[src/rtl/hazard_controller_pkg.sv]
// Shared control definitions for the pipeline decoder and hazard controller.
// Contents:
//   mem_rw_e     - memory access kind carried in memory_rw_* (M_X none, M_R load, M_W store)
//   fwd_sel_e    - ALU operand source select (FWD_RF, FWD_MEM, FWD_WB)
//   mem_state_e  - data-memory wait FSM states (M_IDLE, M_WAIT)
//   WaitMax      - saturation value of the memory wait counter
package hazard_controller_pkg;

    typedef enum logic [1:0] {
        M_X = 2'b00,
        M_R = 2'b01,
        M_W = 2'b10
    } mem_rw_e;

    typedef enum logic [1:0] {
        FWD_RF  = 2'b00,
        FWD_MEM = 2'b01,
        FWD_WB  = 2'b10
    } fwd_sel_e;

    typedef enum logic [0:0] {
        M_IDLE = 1'b0,
        M_WAIT = 1'b1
    } mem_state_e;

    localparam logic [7:0] WaitMax = 8'd255;

    // Forwarding select for one ALU operand; the MEM stage holds the younger result.
    function automatic logic [1:0] fwd_select(
        input logic [4:0] rs,
        input logic [4:0] rd_m,
        input logic       register_write_m,
        input logic [4:0] rd_w,
        input logic       register_write_w
    );
        if (register_write_m && (rd_m != 5'd0) && (rd_m == rs)) begin
            return FWD_MEM;
        end else if (register_write_w && (rd_w != 5'd0) && (rd_w == rs)) begin
            return FWD_WB;
        end
        return FWD_RF;
    endfunction

endpackage

[src/rtl/mem_wait_fsm.sv]
// Tracks an outstanding data-memory access that has not been acknowledged.
// Ports:
//   clk, reset   - pipeline clock, synchronous active-high reset
//   mem_op       - a memory access is present in the MEM stage
//   dmem_ack     - data memory completes the current access
//   mem_timeout  - sticky flag, set once an access has waited past the counter limit
module mem_wait_fsm
    import hazard_controller_pkg::*;
(
    input  logic clk,
    input  logic reset,
    input  logic mem_op,
    input  logic dmem_ack,
    output logic mem_timeout
);

    mem_state_e state_q, state_d;
    logic [7:0] wait_cnt_q, wait_cnt_d;
    logic       timeout_q, timeout_d;

    always_comb begin
        state_d    = state_q;
        wait_cnt_d = wait_cnt_q;
        timeout_d  = timeout_q;

        unique case (state_q)
            M_IDLE: begin
                if (mem_op && !dmem_ack) begin
                    state_d    = M_WAIT;
                    wait_cnt_d = 8'd0;
                end
            end
            M_WAIT: begin
                // Timeout flags the cycle after the counter has saturated.
                if (wait_cnt_q == WaitMax) begin
                    timeout_d = 1'b1;
                end
                if (dmem_ack || !mem_op) begin
                    state_d = M_IDLE;
                end else if (wait_cnt_q != WaitMax) begin
                    wait_cnt_d = wait_cnt_q + 8'd1;
                end
            end
            default: state_d = M_IDLE;
        endcase
    end

    always_ff @(posedge clk) begin
        if (reset) begin
            state_q    <= M_IDLE;
            wait_cnt_q <= 8'd0;
            timeout_q  <= 1'b0;
        end else begin
            state_q    <= state_d;
            wait_cnt_q <= wait_cnt_d;
            timeout_q  <= timeout_d;
        end
    end

    assign mem_timeout = timeout_q;

endmodule

[src/rtl/hazard_controller.sv]
// Pipeline hazard controller: stall/flush control, operand forwarding selects,
// data-memory request and stall accounting for a 5-stage in-order pipeline.
// Ports:
//   clk, reset                         - clock, synchronous active-high reset
//   rs1_d, rs2_d, use_rs1_d, use_rs2_d - decode-stage sources and their use flags
//   rs1_e, rs2_e                       - execute-stage sources (forwarding)
//   rd_e, register_write_e, memory_rw_e - execute-stage destination info
//   rd_m, register_write_m, memory_rw_m - memory-stage destination info
//   rd_w, register_write_w             - writeback-stage destination info
//   branch_taken_e                     - redirect resolved in execute
//   dmem_ack                           - data memory completes current access
//   pc_write, if_id_write, ex_mem_write - stage register enables
//   if_id_flush, id_ex_flush           - insert bubble into stage register
//   pc_sel                             - 1 selects branch target
//   dmem_req                           - data memory request
//   fwd_a, fwd_b                       - ALU operand source selects
//   stall_count                        - cycles with pc_write low (wraps)
//   mem_timeout                        - sticky memory timeout flag
module hazard_controller
    import hazard_controller_pkg::*;
(
    input  logic        clk,
    input  logic        reset,
    input  logic [4:0]  rs1_d,
    input  logic [4:0]  rs2_d,
    input  logic        use_rs1_d,
    input  logic        use_rs2_d,
    input  logic [4:0]  rs1_e,
    input  logic [4:0]  rs2_e,
    input  logic [4:0]  rd_e,
    input  logic        register_write_e,
    input  logic [1:0]  memory_rw_e,
    input  logic [4:0]  rd_m,
    input  logic        register_write_m,
    input  logic [1:0]  memory_rw_m,
    input  logic [4:0]  rd_w,
    input  logic        register_write_w,
    input  logic        branch_taken_e,
    input  logic        dmem_ack,
    output logic        pc_write,
    output logic        if_id_write,
    output logic        ex_mem_write,
    output logic        if_id_flush,
    output logic        id_ex_flush,
    output logic        pc_sel,
    output logic        dmem_req,
    output logic [1:0]  fwd_a,
    output logic [1:0]  fwd_b,
    output logic [31:0] stall_count,
    output logic        mem_timeout
);

    logic        mem_op_m;
    logic        mem_stall;
    logic        load_use;
    logic [31:0] stall_count_q, stall_count_d;

    assign mem_op_m  = (memory_rw_m != M_X);
    assign mem_stall = mem_op_m && !dmem_ack;
    assign load_use  = (memory_rw_e == M_R) && register_write_e && (rd_e != 5'd0) &&
                       ((use_rs1_d && (rd_e == rs1_d)) || (use_rs2_d && (rd_e == rs2_d)));

    // Priority: reset > mem_stall > branch > load-use > normal.
    always_comb begin
        pc_write     = 1'b1;
        if_id_write  = 1'b1;
        ex_mem_write = 1'b1;
        if_id_flush  = 1'b0;
        id_ex_flush  = 1'b0;
        pc_sel       = 1'b0;
        dmem_req     = mem_op_m;
        fwd_a        = fwd_select(rs1_e, rd_m, register_write_m, rd_w, register_write_w);
        fwd_b        = fwd_select(rs2_e, rd_m, register_write_m, rd_w, register_write_w);

        if (reset) begin
            pc_write     = 1'b0;
            if_id_write  = 1'b0;
            ex_mem_write = 1'b0;
            if_id_flush  = 1'b1;
            id_ex_flush  = 1'b1;
            dmem_req     = 1'b0;
            fwd_a        = FWD_RF;
            fwd_b        = FWD_RF;
        end else if (mem_stall) begin
            pc_write     = 1'b0;
            if_id_write  = 1'b0;
            ex_mem_write = 1'b0;
        end else if (branch_taken_e) begin
            pc_sel       = 1'b1;
            if_id_flush  = 1'b1;
            id_ex_flush  = 1'b1;
        end else if (load_use) begin
            // Hold PC and IF/ID, bubble into EX; the load itself moves on to MEM.
            pc_write     = 1'b0;
            if_id_write  = 1'b0;
            id_ex_flush  = 1'b1;
        end
    end

    always_comb begin
        stall_count_d = stall_count_q;
        if (!pc_write) begin
            stall_count_d = stall_count_q + 32'd1;
        end
    end

    always_ff @(posedge clk) begin
        if (reset) begin
            stall_count_q <= 32'd0;
        end else begin
            stall_count_q <= stall_count_d;
        end
    end

    assign stall_count = stall_count_q;

    mem_wait_fsm u_mem_wait_fsm (
        .clk         (clk),
        .reset       (reset),
        .mem_op      (mem_op_m),
        .dmem_ack    (dmem_ack),
        .mem_timeout (mem_timeout)
    );

endmodule

[config.mk]
export PLATFORM = sky130hd
export DESIGN_NAME = hazard_controller
export DESIGN_NICKNAME = d
export VERILOG_FILES = /design/src/rtl/hazard_controller_pkg.sv /design/src/rtl/mem_wait_fsm.sv /design/src/rtl/hazard_controller.sv
export SDC_FILE = /design/constraint.sdc
export NUM_CORES = 1
export LEC_CHECK = 0
export ABC_AREA = 0
export CAP_MARGIN = 20
export CORE_MARGIN = 5
export CORE_UTILIZATION = 48
export DETAILED_ROUTE_END_ITERATION = 16
export PLACE_DENSITY_LB_ADDON = 0.05
export SYNTH_ARGS = -nofsm -noshare
export SYNTH_HDL_FRONTEND = slang
export SYNTH_SLANG_ARGS = --single-unit
export TNS_END_PERCENT = 50
[constraint.sdc]
create_clock -name clk -period 3.7 [get_ports clk]
set_input_delay 0.555 -clock clk [delete_from_list [all_inputs] [get_ports clk]]
set_output_delay 0.555 -clock clk [all_outputs]
set_load 0.01 [all_outputs]
==> results.txt, run 1 <==
Status -> complete, no violations
Critical Path RT -> 3.14 ns
Sequential power share -> 0.502
Post-synth ARST share -> 0
Biggest area consumer among synthesized cells -> dfxtp_1
CP bufs+invs -> 2
Initial Utilization -> 0.490
Final Cycle Share -> 0.901
Yosys warns -> 0
Initial antenna violation count -> 0
Synth cell types -> 43
Setup Skew -> 0.00802 ns
Post-DP Area -> 3450 um2
Register area -> 841 um2
Leading post-synthesis cells by cell area -> dfxtp_1, xnor2_1, a21oi_1
Post-route minimum period -> 3.33 ns
Synth top cells by count -> dfxtp_1, a21oi_1, o21ai_0, xnor2_1, or3_1
Pre-antenna DRT Iters -> 4
Flops & latches, synth -> 42
Routability cong. -> 0.915
Total net switching power -> 0.000237 W
GRT Util Overall -> 0.211
Antenna-violating nets left -> 0
Fraction of layout cells with a size suffix above 1 -> 0.0603
Antenna diodes -> 0
Post-CTS Setup Repair Bufs -> 0
Clk_lat worst skew -> 0.29 ns
Final Hold Viols -> 0
Worst setup path start -> rd_m[1]
Largest net degree at the start of global routing -> 61
Max_slew headroom -> 0.623
Hold WC Path Type -> flop to flop
Slew Limit Fails -> 0
Post-place setup slack -> 0.370 ns
Post-CTS Resized -> 0
CP max FO -> 3
Remaining DRCs -> 0
Max H-tree Level -> 2
Fin cells -> 468
Logic pwr share -> 0.179
Die height -> 82.0 um
Unrepaired setup endpoints after global routing -> no
Clk pwr share -> 0.319
Worst setup EP type -> primary output
Max IR drop VDD -> 0.173 mV
Clock root cell -> clkbuf_8
Worst path arrival time -> 2.78 ns
Via density -> 5.58
Power Density -> 260 nW/um2
Die area -> 6720 um2
Total gr overflow -> 0
Final worst setup slack -> 0.366 ns
Post-layout instance area -> 3540 um2
Leakage dissipation -> 1.12 nW
Inst Count DP -> 460
Num CTS Buffers -> 5
Num rows -> 26
Reg clk slew, reported paths -> 0.08 ns
HPWL Detailed -> 5.23 mm
Vias in the first global route -> 2488
Worst Max-Slew Pin Slew -> 0.563 ns
Worst reg2reg startpoint -> stall_count[3]$_SDFFE_PP0N_
Final nets -> 447
Core area -> 5070 um2
DR vias -> 2611
Net Sw Frac -> 0.258
Drt total wl -> 6.66 mm
Fill count -> 444
Synth top area share -> 0.338
Slowest-stage cell, CP -> clkdlybuf4s50_1
Setup TNS -> 0 ns
Internal power -> 0.000682 W
Sequential area share after synthesis -> 0.338
CTS tree -> built
1st-iter DRT viols -> 142
Crit start category -> input pin
Port bufs -> 91
Post-synth EDFFs -> 0
Area grow syn2layout -> 42.1%
Clock tree buffer depth -> 2
Max-cap violations -> 0
Crit-path most repeated cell -> clkdlybuf4s50_1
Fmax -> 300 MHz
Hold buffer count at CTS -> 0
Clock Sinks -> 42
Critical path's top delay family -> buffers and inverters
Final setup fails -> 0
First-pass GRT wire length -> 11.1 mm
Count leader, synth -> dfxtp_1
Post-Syn Instances -> 310
WL/cell -> 14.2 um
Mapped Avg Cell Area -> 8.03 um2
Net Count, Synth -> 360
Synth Cell Area -> 2490 um2
CP Cell Sequence -> clkdlybuf4s50_1 > or4_1 > o21ai_0 > nor3_1 > nor4_1 > clkdlybuf4s50_1
CP peak stage delay -> 0.59 ns
Setup Crit Path Kind -> input pin to primary output
Ports placed on the boundary -> 92
Die W -> 82.0 um
Final design utilization -> 0.697
Synth Flop Type -> dfxtp_1
Multi-input logic area -> 1570 um2
HP Start -> u_mem_wait_fsm.mem_timeout$_SDFFE_PP0N_
==> state kept, by name, indices dropped and copies added, names as in the netlist <==
name	count
stall_count	32
u_mem_wait_fsm.wait_cnt_q	8
u_mem_wait_fsm.mem_timeout	1
u_mem_wait_fsm.state_q	1
==> routing by layer <==
layer / share of wire / track usage
met5: 0 / 0
met3: 0.082 / 0.0647
met2: 0.52 / 0.381
met1: 0.38 / 0.234
met4: 0.012 / 0.0664
==> per-stage QoR <==
step | hold slack, ns | power (W)
6_report | 0.486 | 0.000919
3_5_place_dp | 0.466 | 0.000638
3_3_place_gp | 0.466 | 0.000634
5_1_grt | 0.517 | 0.000965
2_1_floorplan | 0.454 | 0.000545
4_1_cts | 0.493 | 0.000930
==> placed cells by master (no fill, tap or decap), drive strengths merged, types with 8 or more instances in the layout <==
cell           count
a21oi             33
clkdlybuf4s50     91
dfxtp             42
nand2             18
nand3             11
nand4             19
nor2              18
nor3               8
o21ai             24
o31ai              9
or3               22
or4               15
xnor2             22
xor2              13
==> final cells by class <==
type | count | share of cell area
Clock inverter | 2 | 0.00389
Inverter | 6 | 0.00637
Clock buffer | 6 | 0.0205
Multi-Input combinational cell | 248 | 0.443
Timing Repair Buffer | 94 | 0.264
Tap cell | 70 | 0.0248
Sequential cell | 42 | 0.238
==> final timing paths <==
| kind | endpoint | slack, ns | depth (start not counted) |
|---|---|---|---|
| worst max-delay path | fwd_b[1] | 0.37 | 6 |
| worst min register to register | u_mem_wait_fsm.mem_timeout$_SDFFE_PP0N_ | 0.49 | 2 |
| worst min-delay path | u_mem_wait_fsm.mem_timeout$_SDFFE_PP0N_ | 0.49 | 2 |
| worst max register to register | stall_count[23]$_SDFFE_PP0N_ | 1.26 | 5 |
==> power groups by stage <==
stage / Combinational (W) / Clock, W / Sequential (W)
floorplan: 0.0000725 / 0 / 0.000472
global placement: 0.000163 / 0 / 0.000471
detailed placement: 0.000166 / 0 / 0.000472
CTS: 0.000166 / 0.000303 / 0.000461
global route: 0.000180 / 0.000322 / 0.000462
finish: 0.000165 / 0.000293 / 0.000461
==> worst min-delay path: stages, from the launching register on <==
cell and delay, ns:
dfxtp_1 0.34, a31oi_1 0.05, nor2_1 0.07
==> kinds of logic after synthesis <==
| family | count (synthesis) | synth area share |
|---|---|---|
| DFF | 42 | 0.338 |
| muxes | 2 | 0.00855 |
| and+or+nand+nor | 133 | 0.308 |
| adders and majority gates | 2 | 0.0101 |
| AOI/OAI and AO/OA | 76 | 0.176 |
| buffers and inverters | 20 | 0.0362 |
| xor gates and xnor gates | 35 | 0.123 |
Note: power is estimated with default switching activity, not from simulation.
==> inputs of run 2 (changes only) <==
Clock period 3.7 ns to 4.3 ns, I/O delays scaled along.
==> run 2 against run 1 <==
  * Sequential power is 14% lower
  * Flip-flop and latch count stayed put
  * Global-route usage is 0.21 points higher
  * Combinational power is 15% lower
  * Clock-buffer cell count is 1 lower
==> results.txt, run 2 (same netlist as run 1, synthesis figures left out) <==
Final Hold Viols -> 0 (unchanged)
Most frequent cells in the layout -> clkdlybuf4s50_1, dfxtp_1, a21oi_1, o21ai_0, xnor2_1
Unrepaired setup endpoints after global routing -> no
Power Density -> 241 nW/um2 (-7.2%)
CP bufs+invs -> 2 (unchanged)
PnR Total Power -> 0.000857 W (-6.7%)
GRT Util Overall -> 0.213 (+0.00212)
Crit-path most repeated cell -> clkdlybuf4s50_1
Fill count -> 447 (+0.68%)
Via density -> 5.52 (-0.98%)
Post-route minimum period -> 3.67 ns
Vias in the first global route -> 2492 (+0.16%)
Max_slew headroom -> 0.618 (-0.00445)
Initial antenna violation count -> 0 (unchanged)
Setup TNS -> 0 ns (unchanged)
CP peak stage delay -> 0.59 ns (about the same)
Largest net degree at the start of global routing -> 56 (-8.2%)
DR vias -> 2580 (-1.2%)
Die W -> 82.0 um (unchanged)
Drt total wl -> 6.71 mm (+0.71%)
Worst Max-Slew Pin Slew -> 0.570 ns (+0.00665 ns)
Routability cong. -> 0.786 (-14%)
CP max FO -> 4 (+1)
Pre-antenna DRT Iters -> 4 (unchanged)
Remaining DRCs -> 0 (unchanged)
Most common library cell in the layout ignoring fill and taps -> clkdlybuf4s50_1
Final nets -> 446 (-0.22%)
Multi-input logic area -> 1570 um2 (unchanged)
Worst path arrival time -> 3.02 ns (+0.24 ns)
Core area -> 5070 um2 (unchanged)
Post-CTS Resized -> 0 (unchanged)
Clock tree buffer depth -> 2 (unchanged)
Final Cycle Share -> 0.853
Critical Path RT -> 3.65 ns (+0.51 ns)
Die area -> 6720 um2 (unchanged)
Fin cells -> 467 (-0.21%)
Fraction of layout cells with a size suffix above 1 -> 0.0605 (+0.000152)
Leakage dissipation -> 1.13 nW (+0.77%)
Reg clk slew, reported paths -> 0.08 ns (about the same)
Clk_lat worst skew -> 0.30 ns (about the same)
Fmax -> 273 MHz
Antenna-violating nets left -> 0 (unchanged)
Area grow syn2layout -> 42.8%
Critical path's top delay family -> buffers and inverters
Antenna diodes -> 0 (unchanged)
Max H-tree Level -> 2 (unchanged)
Setup Skew -> 0.00570 ns (-0.00232 ns)
CP Cell Sequence -> clkdlybuf4s50_1 > or4_1 > o21ai_0 > nor3_1 > nor4_1 > clkdlybuf4s50_1
Ports placed on the boundary -> 92 (unchanged)
Max-cap violations -> 0 (unchanged)
Hold buffer count at CTS -> 0 (unchanged)
Slowest-stage cell, CP -> clkdlybuf4s50_1
Num CTS Buffers -> 5 (unchanged)
Total gr overflow -> 0 (unchanged)
1st-iter DRT viols -> 171 (+20%)
Worst setup EP type -> primary output
Register area -> 841 um2 (unchanged)
Max reg flops -> 32 (unchanged)
Initial Utilization -> 0.490 (unchanged)
Final setup fails -> 0 (unchanged)
CTS tree -> built
Port bufs -> 91 (unchanged)
Clock Sinks -> 42 (unchanged)
Status -> complete, no violations
HPWL Detailed -> 5.20 mm (-0.57%)
Crit start category -> input pin
Final design utilization -> 0.700 (+0.00370)
Hold slack final -> 0.492 ns (+0.00537 ns)
Post-CTS Setup Repair Bufs -> 0 (unchanged)
Slew Limit Fails -> 0 (unchanged)
Inst Count DP -> 459 (-0.22%)
Die height -> 82.0 um (unchanged)
Max IR drop VDD -> 0.128 mV (-26%)
Clock root cell -> clkbuf_8
Setup Crit Path Kind -> input pin to primary output
WL/cell -> 14.4 um (+0.92%)
Num rows -> 26 (unchanged)
Hold WC Path Type -> flop to flop
First-pass GRT wire length -> 11.2 mm (+0.93%)
-- run 2: changes by cell type in the layout (fill, tap and decap cells not counted), sizes merged --
cell	previous run	this run
buf	3	2
bufinv	0	1
clkbuf	6	5
clkinv	2	1
inv	6	7
-- run 2: worst register-to-register path, stage by stage, from the launching register on --
cell	delay, ns
dfxtp_1	0.43
nand4_1	0.31
nor2_1	0.52
nand2_1	0.36
or4_2	0.62
a21oi_1	0.15
-- run 2: stage by stage --
step                setup slack, ns  cell area [um2]
finish                        0.632             3550
global route                  0.422             3550
CTS                           0.629             3550
detailed placement            0.649             3440
global placement              0.688             3440
floorplan                      1.57             2490
-- run 2: final cells by class --
| type | instances | share of cell area |
|---|---|---|
| clock inverter | 3 | 0.0123 |
| timing repair buffer | 93 | 0.260 |
| clock buffer | 5 | 0.0194 |
| multi-input combinational | 248 | 0.440 |
| inverter | 6 | 0.00634 |
| sequential | 42 | 0.237 |
| tap | 70 | 0.0246 |
-- run 2: per-layer routing --
layer,wire length [um],vias to the layer above,GRT usage
met5,0,-,0
met3,528,11,0.0658
met2,3440,70,0.386
met4,111,0,0.0631
li1,-,1318,-
met1,2630,1181,0.237
-- run 2: worst paths after layout --
check | startpoint | endpoint | slack [ns] | depth (start not counted)
min reg2reg | u_mem_wait_fsm.wait_cnt_q[7]$_SDFFE_PP0P_ | u_mem_wait_fsm.wait_cnt_q[7]$_SDFFE_PP0P_ | 0.49 | 2
max | rd_m[1] | fwd_b[1] | 0.63 | 6
max reg2reg | stall_count[3]$_SDFFE_PP0N_ | stall_count[15]$_SDFFE_PP0N_ | 1.85 | 5
min | u_mem_wait_fsm.wait_cnt_q[7]$_SDFFE_PP0P_ | u_mem_wait_fsm.wait_cnt_q[7]$_SDFFE_PP0P_ | 0.49 | 2
-- run 2: report_power, final --
group	internal [W]	leakage, nW	switching [W]
clock network	0.000174	0.0585	0.000146
logic	0.0000787	0.731	0.0000613
registers	0.000392	0.339	0.00000472
total	0.000645	1.13	0.000212
==> inputs of run 3 (changes only) <==
Settings changed: ABC_CLOCK_PERIOD_IN_PS set to 4300.
==> results of run 3 <==
Same layout as run 2: the final DEF is identical, and so are final timing and power.
